--- config.mk ---
export PLATFORM = sky130hd
export DESIGN_NAME = run_length_detector_flat
export DESIGN_NICKNAME = d
export VERILOG_FILES = /design/src/rtl/run_length_detector_if.sv /design/src/rtl/run_length_detector.sv /design/src/flat_wrapper.sv
export SDC_FILE = /design/constraint.sdc
export NUM_CORES = 1
export LEC_CHECK = 0
export ABC_AREA = 1
export CORE_ASPECT_RATIO = 1.75
export CORE_UTILIZATION = 43
export DETAILED_ROUTE_END_ITERATION = 6
export PLACE_DENSITY = 0.74
export SYNTH_ARGS = -nofsm -noshare
export SYNTH_HDL_FRONTEND = slang
export SYNTH_SLANG_ARGS = --single-unit
--- constraint.sdc ---
create_clock -name clk -period 1.6 [get_ports clk]
set_input_delay 0.4 -clock clk [delete_from_list [all_inputs] [get_ports clk]]
set_output_delay 0.4 -clock clk [all_outputs]
set_load 0.01 [all_outputs]
--- src/rtl/run_length_detector_if.sv ---
// Bundles the bit-stream inputs and the status outputs of the run-length detector.
// The source/controller side uses master; the detector uses slave.
interface run_length_detector_if #(
   parameter int CNT_W = 4,
   parameter int HIT_W = 8
);
   logic             en;
   logic             w;
   logic             clear;
   logic [1:0]       mode;
   logic             z;
   logic             hit;
   logic             run_val;
   logic [CNT_W-1:0] run_len;
   logic [HIT_W-1:0] hit_cnt;
   logic [2:0]       state;

   modport master (
      output en, w, clear, mode,
      input  z, hit, run_val, run_len, hit_cnt, state
   );

   modport slave (
      input  en, w, clear, mode,
      output z, hit, run_val, run_len, hit_cnt, state
   );
endinterface

--- src/rtl/run_length_detector.sv ---
// Tracks the current run of equal bits on a qualified serial stream, flags runs of
// RUN_LEN or more for the polarities enabled by mode, and counts detections.
module run_length_detector #(
   parameter int RUN_LEN = 4,
   parameter int CNT_W   = 4,
   parameter int HIT_W   = 8
) (
   input  logic                 clk,
   input  logic                 reset,
   run_length_detector_if.slave bus
);
   localparam logic [2:0]       IDLE    = 3'b001;
   localparam logic [2:0]       RUN0    = 3'b010;
   localparam logic [2:0]       RUN1    = 3'b100;
   localparam logic [CNT_W-1:0] LEN_MAX = {CNT_W{1'b1}};
   localparam logic [CNT_W-1:0] LEN_HIT = CNT_W'(RUN_LEN);
   localparam logic [CNT_W-1:0] LEN_ONE = CNT_W'(1);

   logic [2:0]       state_q,  state_d;
   logic [CNT_W-1:0] runLen_q, runLen_d;
   logic             z_q,      z_d;
   logic             hit_q,    hit_d;
   logic [HIT_W-1:0] hitCnt_q, hitCnt_d;

   logic             stateLegal;
   logic             continuing;
   logic [CNT_W-1:0] lenNext;
   logic             polarityOn;

   // Every valid sample lands in RUN(w); only the length depends on whether
   // the sample extends the current run or starts a new one.
   always_comb begin
      stateLegal = (state_q == IDLE) || (state_q == RUN0) || (state_q == RUN1);
      continuing = ((state_q == RUN1) && bus.w) || ((state_q == RUN0) && !bus.w);
      if (!continuing) begin
         lenNext = LEN_ONE;
      end else if (runLen_q == LEN_MAX) begin
         lenNext = runLen_q;
      end else begin
         lenNext = runLen_q + LEN_ONE;
      end
      polarityOn = bus.mode[bus.w];
   end

   // Clear and illegal-state recovery both return to IDLE; hit_cnt survives both.
   always_comb begin
      state_d  = state_q;
      runLen_d = runLen_q;
      z_d      = z_q;
      hit_d    = 1'b0;
      hitCnt_d = hitCnt_q;
      if (bus.clear || !stateLegal) begin
         state_d  = IDLE;
         runLen_d = '0;
         z_d      = 1'b0;
      end else if (bus.en) begin
         state_d  = bus.w ? RUN1 : RUN0;
         runLen_d = lenNext;
         z_d      = (lenNext >= LEN_HIT) && polarityOn;
         hit_d    = (lenNext == LEN_HIT) && (runLen_q != LEN_HIT) && polarityOn;
         if (hit_d) begin
            hitCnt_d = hitCnt_q + HIT_W'(1);
         end
      end
   end

   always_ff @(posedge clk) begin
      if (reset) begin
         state_q  <= IDLE;
         runLen_q <= '0;
         z_q      <= 1'b0;
         hit_q    <= 1'b0;
         hitCnt_q <= '0;
      end else begin
         state_q  <= state_d;
         runLen_q <= runLen_d;
         z_q      <= z_d;
         hit_q    <= hit_d;
         hitCnt_q <= hitCnt_d;
      end
   end

   assign bus.state   = state_q;
   assign bus.run_len = runLen_q;
   assign bus.run_val = (state_q == RUN1);
   assign bus.z       = z_q;
   assign bus.hit     = hit_q;
   assign bus.hit_cnt = hitCnt_q;
endmodule

--- src/flat_wrapper.sv ---
// flat-port wrapper written by rule: the top's interface ports become plain ports
module run_length_detector_flat 
#(
   parameter int RUN_LEN = 4,
   parameter int CNT_W   = 4,
   parameter int HIT_W   = 8
)
  (clk, reset, bus_en, bus_w, bus_clear, bus_mode, bus_z, bus_hit, bus_run_val, bus_run_len, bus_hit_cnt, bus_state);
  run_length_detector_if #(.CNT_W(CNT_W), .HIT_W(HIT_W)) bus_i ();
  input  logic clk;
  input  logic reset;
  input wire logic [$bits(bus_i.en)-1:0] bus_en;
  input wire logic [$bits(bus_i.w)-1:0] bus_w;
  input wire logic [$bits(bus_i.clear)-1:0] bus_clear;
  input wire logic [$bits(bus_i.mode)-1:0] bus_mode;
  output wire logic [$bits(bus_i.z)-1:0] bus_z;
  output wire logic [$bits(bus_i.hit)-1:0] bus_hit;
  output wire logic [$bits(bus_i.run_val)-1:0] bus_run_val;
  output wire logic [$bits(bus_i.run_len)-1:0] bus_run_len;
  output wire logic [$bits(bus_i.hit_cnt)-1:0] bus_hit_cnt;
  output wire logic [$bits(bus_i.state)-1:0] bus_state;
  assign bus_i.en = bus_en;
  assign bus_i.w = bus_w;
  assign bus_i.clear = bus_clear;
  assign bus_i.mode = bus_mode;
  assign bus_z = bus_i.z;
  assign bus_hit = bus_i.hit;
  assign bus_run_val = bus_i.run_val;
  assign bus_run_len = bus_i.run_len;
  assign bus_hit_cnt = bus_i.hit_cnt;
  assign bus_state = bus_i.state;
  run_length_detector #(.RUN_LEN(RUN_LEN), .CNT_W(CNT_W), .HIT_W(HIT_W)) u_core (.clk(clk), .reset(reset), .bus(bus_i));
endmodule
**After elaboration in Yosys (flattened, before gate mapping)**

Cells that the tools add are included.

- Logic and storage cells: 36
- Bits in registers: 17
- Input bits: 7
- Output and inout bits: 18

- Equal/unequal tests: 6
- Bitwise operators: 2
- Muxes and demuxes: 5
- Order comparisons: 2
- Reductions and logical operators: 14
- Add/sub/neg operators: 2

Operator list:

| operator | count |
|---|---|
| 8-bit by 1-bit adder with 8-bit output (second input constant) | 1 |
| 4-bit two-way mux | 2 |
| 1-bit logical AND | 5 |
| 4-bit by 1-bit adder with 4-bit output (second input constant) | 1 |
| 4-bit by 3-bit == test with 1-bit output (second input constant) | 1 |
| 4-bit == test (second input constant) | 1 |
| 4-bit by 3-bit >= comparator with 1-bit output (second input constant) | 1 |
| 1-bit logical OR | 4 |
| 4-bit by 3-bit inequality test with 1-bit output (second input constant) | 1 |
| 3-bit by 1-bit == test with 1-bit output (second input constant) | 1 |
| 3-bit by 2-bit == test with 1-bit output (second input constant) | 1 |
| 3-bit == test (second input constant) | 1 |
| 3-bit two-way mux | 1 |
| 3-bit AND reduction | 1 |
| 3-bit OR reduction | 1 |
| 1-bit zero test | 2 |
| 1-bit by 2-bit less-than comparator with 1-bit output (second input constant) | 1 |
| 1-bit two-way mux | 2 |
| 1-bit NOT | 2 |
| 2-bit OR reduction | 1 |

**Logic depth before layout (Yosys ltp)**

- Depth after elaboration: 8
- Gate-level depth with buffers: 12
- Mapped depth without buffers: 11

**Worst setup path before layout**

OpenSTA, ideal clock, no wires.

- Path type: reg-to-reg
- Start point: reg u_core.runLen_q[0] (netlist: u_core.bus.run_len[0])
- End point: reg u_core.hitCnt_q[7] (netlist: u_core.bus.hit_cnt[7])
- Setup slack: -30 ps
- Arrival time: 1,517 ps
- Stages on the path, launching flop included: 12
- Period minus slack after synthesis: 1,630 ps
- Library setup time: 113 ps
- Required time: 1,487 ps
- Buffers on the path: 1
- Path through: dfxtp_1 > ha_1 > nand3_2 > nand2_1 > inv_1 > nor2_2 > nand2_1 > nor2_4 > buf_6 > nand3_2 > nor2_1 > nor2_1

- Longest elaborated chain between the ends: 7
- Elaborated cells between the ends (all ways): 9
- Those cells by class: add/sub (1); eq/ne (3); mux (2); reduce/logical (3)

Ends and longest elaborated chain:

| element | RTL line | source |
|---|---|---|
| from (decl) | run_length_detector.sv:20 | `logic [CNT_W-1:0] runLen_q, runLen_d;` |
| from (signal assigned) | run_length_detector.sv:76 | `runLen_q <= runLen_d;` |
| 4-bit by 1-bit adder with 4-bit output or 4-bit == test (tied branches) | run_length_detector.sv:40, run_length_detector.sv:37 |  |
| 4-bit two-way mux | run_length_detector.sv:37 | `end else if (runLen_q == LEN_MAX) begin` |
| 4-bit two-way mux | run_length_detector.sv:35 | `if (!continuing) begin` |
| 4-bit by 3-bit == test with 1-bit output | run_length_detector.sv:60 | `hit_d = (lenNext == LEN_HIT) && (runLen_q != LEN_HIT) && polarityOn;` |
| 1-bit logical AND (*) (2 in a row) | run_length_detector.sv:60 |  |
| 3-bit AND reduction (no source line) (*) | - |  |
| to (signal assigned) | run_length_detector.sv:79 | `hitCnt_q <= hitCnt_d;` |
| to (decl) | run_length_detector.sv:23 | `logic [HIT_W-1:0] hitCnt_q, hitCnt_d;` |

Mark *: on every way between the ends. The rest lies on a longest branch, timed or not.
A chain may end at the register's enable or synchronous reset.

**Worst setup path in the final report**

- Start point: in bus_mode[0]
- End point: reg u_core.hitCnt_q[2] (netlist: u_core.bus.hit_cnt[2])

- Longest elaborated chain between the ends: 4

Ends and longest elaborated chain:

| element | RTL line | source |
|---|---|---|
| from (decl) | flat_wrapper.sv:15 | `input wire logic [$bits(bus_i.mode)-1:0] bus_mode;` |
| 1-bit two-way mux (not written as such) (2 in a row) | run_length_detector.sv:42 | `polarityOn = bus.mode[bus.w];` |
| 1-bit logical AND | run_length_detector.sv:60 |  |
| 3-bit AND reduction (no source line) | - |  |

No other way between the ends. The select of a mux whose other input is x is not followed.

==> impl_results.html <==
<table>
<tr><th>Metric</th><th>Value</th></tr>
<tr><th colspan="2">Status</th></tr>
<tr><td>Status</td><td>complete, no violations</td></tr>
<tr><th colspan="2">STA</th></tr>
<tr><td>Hold Vio Cnt, Final</td><td>0</td></tr>
<tr><td>Final Max Tran Viols</td><td>0</td></tr>
<tr><td>Maximum clock skew at final layout</td><td>0.00220 ns</td></tr>
<tr><td>Transition time at the pin with the least slew margin</td><td>roughly 0.35 ns</td></tr>
<tr><td>Final clock period utilization by the worst path</td><td>97.2%</td></tr>
<tr><td>Headroom to the max-slew limit</td><td>between 70% and 80%</td></tr>
<tr><td>Final count of negative-setup-slack endpoints</td><td>0</td></tr>
<tr><td>Max Freq</td><td>643 MHz</td></tr>
<tr><td>Final worst path period need</td><td>around 1.6 ns</td></tr>
<tr><td>Setup repair after global routing missed its margin</td><td>true</td></tr>
<tr><th colspan="2">Clocking</th></tr>
<tr><td>Num CTS Buffers</td><td>3</td></tr>
<tr><td>CTS tree</td><td>built</td></tr>
<tr><td>Clock Tree Root</td><td>clkbuf_4</td></tr>
<tr><td>Buffer levels on the longest clock path</td><td>2</td></tr>
<tr><td>Hold_buf cts</td><td>0</td></tr>
<tr><td>Deepest level of the CTS H-tree</td><td>1</td></tr>
<tr><td>Clock-pin slew reported for the worst setup and hold paths after clock tree synthesis</td><td>0.10 ns</td></tr>
<tr><td>Clock latency reported for the late side of the worst-skew pair</td><td>0.30 ns</td></tr>
<tr><td>Clock Sinks</td><td>17</td></tr>
<tr><th colspan="2">Drt</th></tr>
<tr><td>Average via count per standard cell</td><td>5.10</td></tr>
<tr><td>Violation count after the first detailed-route iteration</td><td>13</td></tr>
<tr><td>Overall via count from detail_route</td><td>about 1,100</td></tr>
<tr><td>Post-DRT Antenna Nets</td><td>0</td></tr>
<tr><td>Detail-routed net length per standard cell</td><td>11.2 um</td></tr>
<tr><td>Final routed DRC violation total</td><td>0</td></tr>
<tr><td>Number of search-and-repair iterations in the first detailed-routing pass</td><td>4</td></tr>
<tr><td>Total wire length after detailed routing</td><td>2400 um</td></tr>
<tr><th colspan="2">Global routing</th></tr>
<tr><td>Global routing usage on met2</td><td>around two fifths</td></tr>
<tr><td>Initial antenna violation count</td><td>0</td></tr>
<tr><td>Aggregate global-route resource usage</td><td>22.1%</td></tr>
<tr><td>Residual overflow from global routing</td><td>0</td></tr>
<tr><td>Met1 track demand over resource</td><td>22.7%</td></tr>
<tr><td>Routing usage on met3</td><td>2.69%</td></tr>
<tr><td>Routing layer with the top usage in global route</td><td>met2</td></tr>
<tr><td>Wire length of the first global-routing pass</td><td>a little over 4000 um</td></tr>
<tr><td>Pin count of the biggest net entering global routing</td><td>12</td></tr>
<tr><td>Vias in the first global route</td><td>1,027</td></tr>
<tr><th colspan="2">Worst setup path</th></tr>
<tr><td>Startpoint kind of the worst setup timing path</td><td>input pin</td></tr>
<tr><td>Critical setup path kind</td><td>in -&gt; reg</td></tr>
<tr><td>Critical path capture point type</td><td>flop</td></tr>
<tr><td>Worst reg-to-reg setup slack</td><td>0.05 ns</td></tr>
<tr><td>Required time of the critical path</td><td>1.81 ns</td></tr>
<tr><td>Number of cells on the worst reg-to-reg path</td><td>11</td></tr>
<tr><td>CP Capture Point</td><td>u_core.bus.hit_cnt[2]</td></tr>
<tr><td>Arrival @ worst endpoint</td><td>1.76 ns</td></tr>
<tr><td>Largest stage delay on the critical path</td><td>0.47 ns</td></tr>
<tr><td>Cell-by-cell trace of the critical path</td><td>clkdlybuf4s50_1, inv_2, nand2_1, nand3_2, nor2_2, nand2_2, nor2_4, buf_6, nand4_1, nand2_1, nor2_1</td></tr>
<tr><td>Endpoint of the worst register-to-register path</td><td>u_core.bus.hit_cnt[2]</td></tr>
<tr><td>Delay-heaviest family, CP</td><td>simple AND/OR/NAND/NOR gates</td></tr>
<tr><td>CP max stage cell</td><td>clkdlybuf4s50_1</td></tr>
<tr><td>Bufs and invs on worst path</td><td>3</td></tr>
<tr><td>Worst Path Max Fanout</td><td>6</td></tr>
<tr><td>Critical Path Stages</td><td>11</td></tr>
<tr><td>Reg2Reg Launch Point</td><td>u_core.bus.run_len[0]</td></tr>
<tr><td>Launch point of the worst path</td><td>bus_mode[0]</td></tr>
<tr><td>Most common cell type on the critical path</td><td>nand2_1</td></tr>
<tr><th colspan="2">Power and ir drop</th></tr>
<tr><td>P_leak</td><td>0.000771 uW</td></tr>
<tr><td>Fraction of power spent switching nets</td><td>between 20% and 30%</td></tr>
<tr><td>Final Total Pwr</td><td>about 800 uW</td></tr>
<tr><td>Max IR drop VDD</td><td>438 uV</td></tr>
<tr><td>Clock power share</td><td>30.2%</td></tr>
<tr><td>Switching component of the power</td><td>221 uW</td></tr>
<tr><td>Share of total power in sequential cells</td><td>between 50% and 60%</td></tr>
<tr><td>Areal power density over the cells</td><td>about 550 nW/um2</td></tr>
<tr><td>Combinational fraction of design power</td><td>14.9%</td></tr>
<tr><td>Internal Pwr Total</td><td>576 uW</td></tr>
<tr><th colspan="2">Synth</th></tr>
<tr><td>Predominant post-synthesis flop cell</td><td>dfxtp_1</td></tr>
<tr><td>Most used standard cells in the synthesized netlist</td><td>nand2_1, inv_1, nor2_1, dfxtp_1, nand3_1</td></tr>
<tr><td>Sequential area share after synthesis</td><td>33.8%</td></tr>
<tr><td>Yosys synthesis warning count</td><td>0</td></tr>
<tr><td>Number of storage elements in the synthesis netlist</td><td>17</td></tr>
<tr><td>Net count of the mapped netlist</td><td>163</td></tr>
<tr><td>Library cells used by synthesis</td><td>25</td></tr>
<tr><td>Cell type with the largest total area after synthesis</td><td>dfxtp_1</td></tr>
<tr><td>Cell types occupying the most area after synthesis</td><td>dfxtp_1, nand2_1, inv_1</td></tr>
<tr><td>EDFF count, synth</td><td>0</td></tr>
<tr><td>Average instance area after synthesis</td><td>6.58 um2</td></tr>
<tr><td>Count leader, synth</td><td>nand2_1</td></tr>
<tr><td>Synthesized netlist cell count</td><td>153</td></tr>
<tr><td>Asr flop ratio synth</td><td>0%</td></tr>
<tr><td>Cell area after synthesis</td><td>1010 um2</td></tr>
<tr><td>Area share of the leading cell type in the synthesized netlist</td><td>33.8%</td></tr>
<tr><th colspan="2">Placed design</th></tr>
<tr><td>Port bufs</td><td>24</td></tr>
<tr><td>Routability-driven placement congestion ratio</td><td>between 0.7 and 0.8</td></tr>
<tr><td>Detailed placer's ending HPWL</td><td>~1700 um</td></tr>
<tr><td>Cell area after placement</td><td>roughly 1400 um2</td></tr>
<tr><th colspan="2">Floorplan</th></tr>
<tr><td>Area enclosed by the die boundary</td><td>2550 um2</td></tr>
<tr><td>Top-Level Pins</td><td>25</td></tr>
<tr><td>Effective utilization at floorplan</td><td>46.9%</td></tr>
<tr><td>FP Rows</td><td>22</td></tr>
<tr><td>Die extent in y</td><td>about 66 um</td></tr>
<tr><td>Core ar.</td><td>2150 um2</td></tr>
<tr><td>Die boundary width</td><td>38.6 um</td></tr>
<tr><th colspan="2">Min path</th></tr>
<tr><td>Tightest Hold Check Type</td><td>reg -&gt; reg</td></tr>
<tr><th colspan="2">Cells and area</th></tr>
<tr><td>Layout cells sized above 1</td><td>roughly 27%</td></tr>
<tr><td>Diode count</td><td>0</td></tr>
<tr><td>Design area</td><td>1460 um2</td></tr>
<tr><td>Relative area change from synthesis to final layout</td><td>44.5%</td></tr>
<tr><td># nets final</td><td>201</td></tr>
<tr><th colspan="2">Run</th></tr>
<tr><td>Maximum capacitance violations</td><td>0</td></tr>
</table>
per-layer routing:
| layer | vias to the layer above | share of wire (%) |
|---|---|---|
| met5 | - | 0 |
| met4 | 0 | 3.3 |
| met3 | 9 | 4.1 |
| met2 | 33 | 53 |
| met1 | 498 | 39 |
| li1 | 552 | - |
per-stage QoR:
stage | instances | hold slack (ns) | setup TNS [ns] | utilization (%) | setup WS, ns
global placement | 210 | 0.453 | -2.34 | 63.3 | -0.281
CTS | 215 | 0.479 | 0 | 66.3 | 0.00218
detailed placement | 210 | 0.462 | -2.87 | 63.3 | -0.361
floorplan | 153 | 0.472 | 0 | - | 0.0282
finish | 214 | 0.467 | 0 | 67.8 | 0.0448
global route | 214 | 0.513 | -0.152 | 67.8 | -0.0406
layout make-up:
cell class | count | area (um2)
clock inverters | 1 | 5.00
repair buffers | 36 | 334
well taps | 24 | 30.0
inverters | 33 | 124
multi-input cells | 100 | 581
clock buffers | 3 | 22.5
fillers | 188 | 692
flip-flops and latches | 17 | 359
power groups by stage:
stage / clock [uW] / combinational, uW / sequential (uW)
final: 241 / 119 / 437
after global routing: 269 / 132 / 438
after CTS: 253 / 114 / 436
after detailed placement: 0 / 113 / 447
after global placement: 0 / 111 / 447
after floorplan: 0 / 53.2 / 451
worst min path at each step:
stage | to | cells after the start | slack [ns] | start
after CTS | u_core.bus.z | 2 | 0.48 | u_core.bus.z
after global placement | u_core.bus.z | 2 | 0.45 | u_core.bus.z
after floorplan | u_core.bus.hit | 1 | 0.47 | reset
after detailed placement | u_core.bus.z | 2 | 0.46 | u_core.bus.z
final | u_core.bus.z | 2 | 0.47 | u_core.bus.z
after global routing | u_core.bus.z | 2 | 0.51 | u_core.bus.z
worst register-to-register path: stages, from the launching register on:
cell and delay, ns:
dfxtp_4 0.38, inv_2 0.05, ha_4 0.23, nand2_2 0.06, inv_2 0.04, nor2_2 0.10, nand2_2 0.08, nor2_4 0.17
buf_6 0.15, nand4_1 0.08, nand2_1 0.07, nor2_1 0.05
kinds of logic after synthesis:
family          count (synthesis)  share of synthesized area, %
buf+inv                        36                          14.5
compound gates                 16                          8.82
fa+ha+maj                       3                          3.73
simple gates                   80                          38.3
xor+xnor                        1                         0.870
flops                          17                          33.8
repair_timing:
item                                    in CTS  in global routing
resized for setup                           36                 15
cloned                                       0                  0
setup buffers                                1                  0
endpoints found under the setup margin      19                 13
pin swaps                                    4                 11
state kept, by name, indices dropped and copies added, names as in the netlist:
| name | count |
|---|---|
| u_core.bus.z | 1 |
| u_core.bus.hit_cnt | 8 |
| u_core.bus.state | 3 |
| u_core.bus.run_len | 4 |
| u_core.bus.hit | 1 |
placed cells by master (no fill, tap or decap), drive strengths merged:
cell / count
clkdlybuf4s50: 4
nand3: 18
dfxtp: 17
xor2: 1
ha: 3
buf: 12
o21a: 1
clkdlybuf4s15: 1
clkinv: 1
and2: 1
dlymetal6s2s: 4
a211oi: 1
o21ai: 7
nor2: 23
a21oi: 5
a31oi: 1
inv: 33
nand4: 4
nand2: 32
dlygate4sd2: 14
nor3: 2
clkbuf: 4
a21o: 1
No activity file was read; power rests on OpenSTA's default activity.
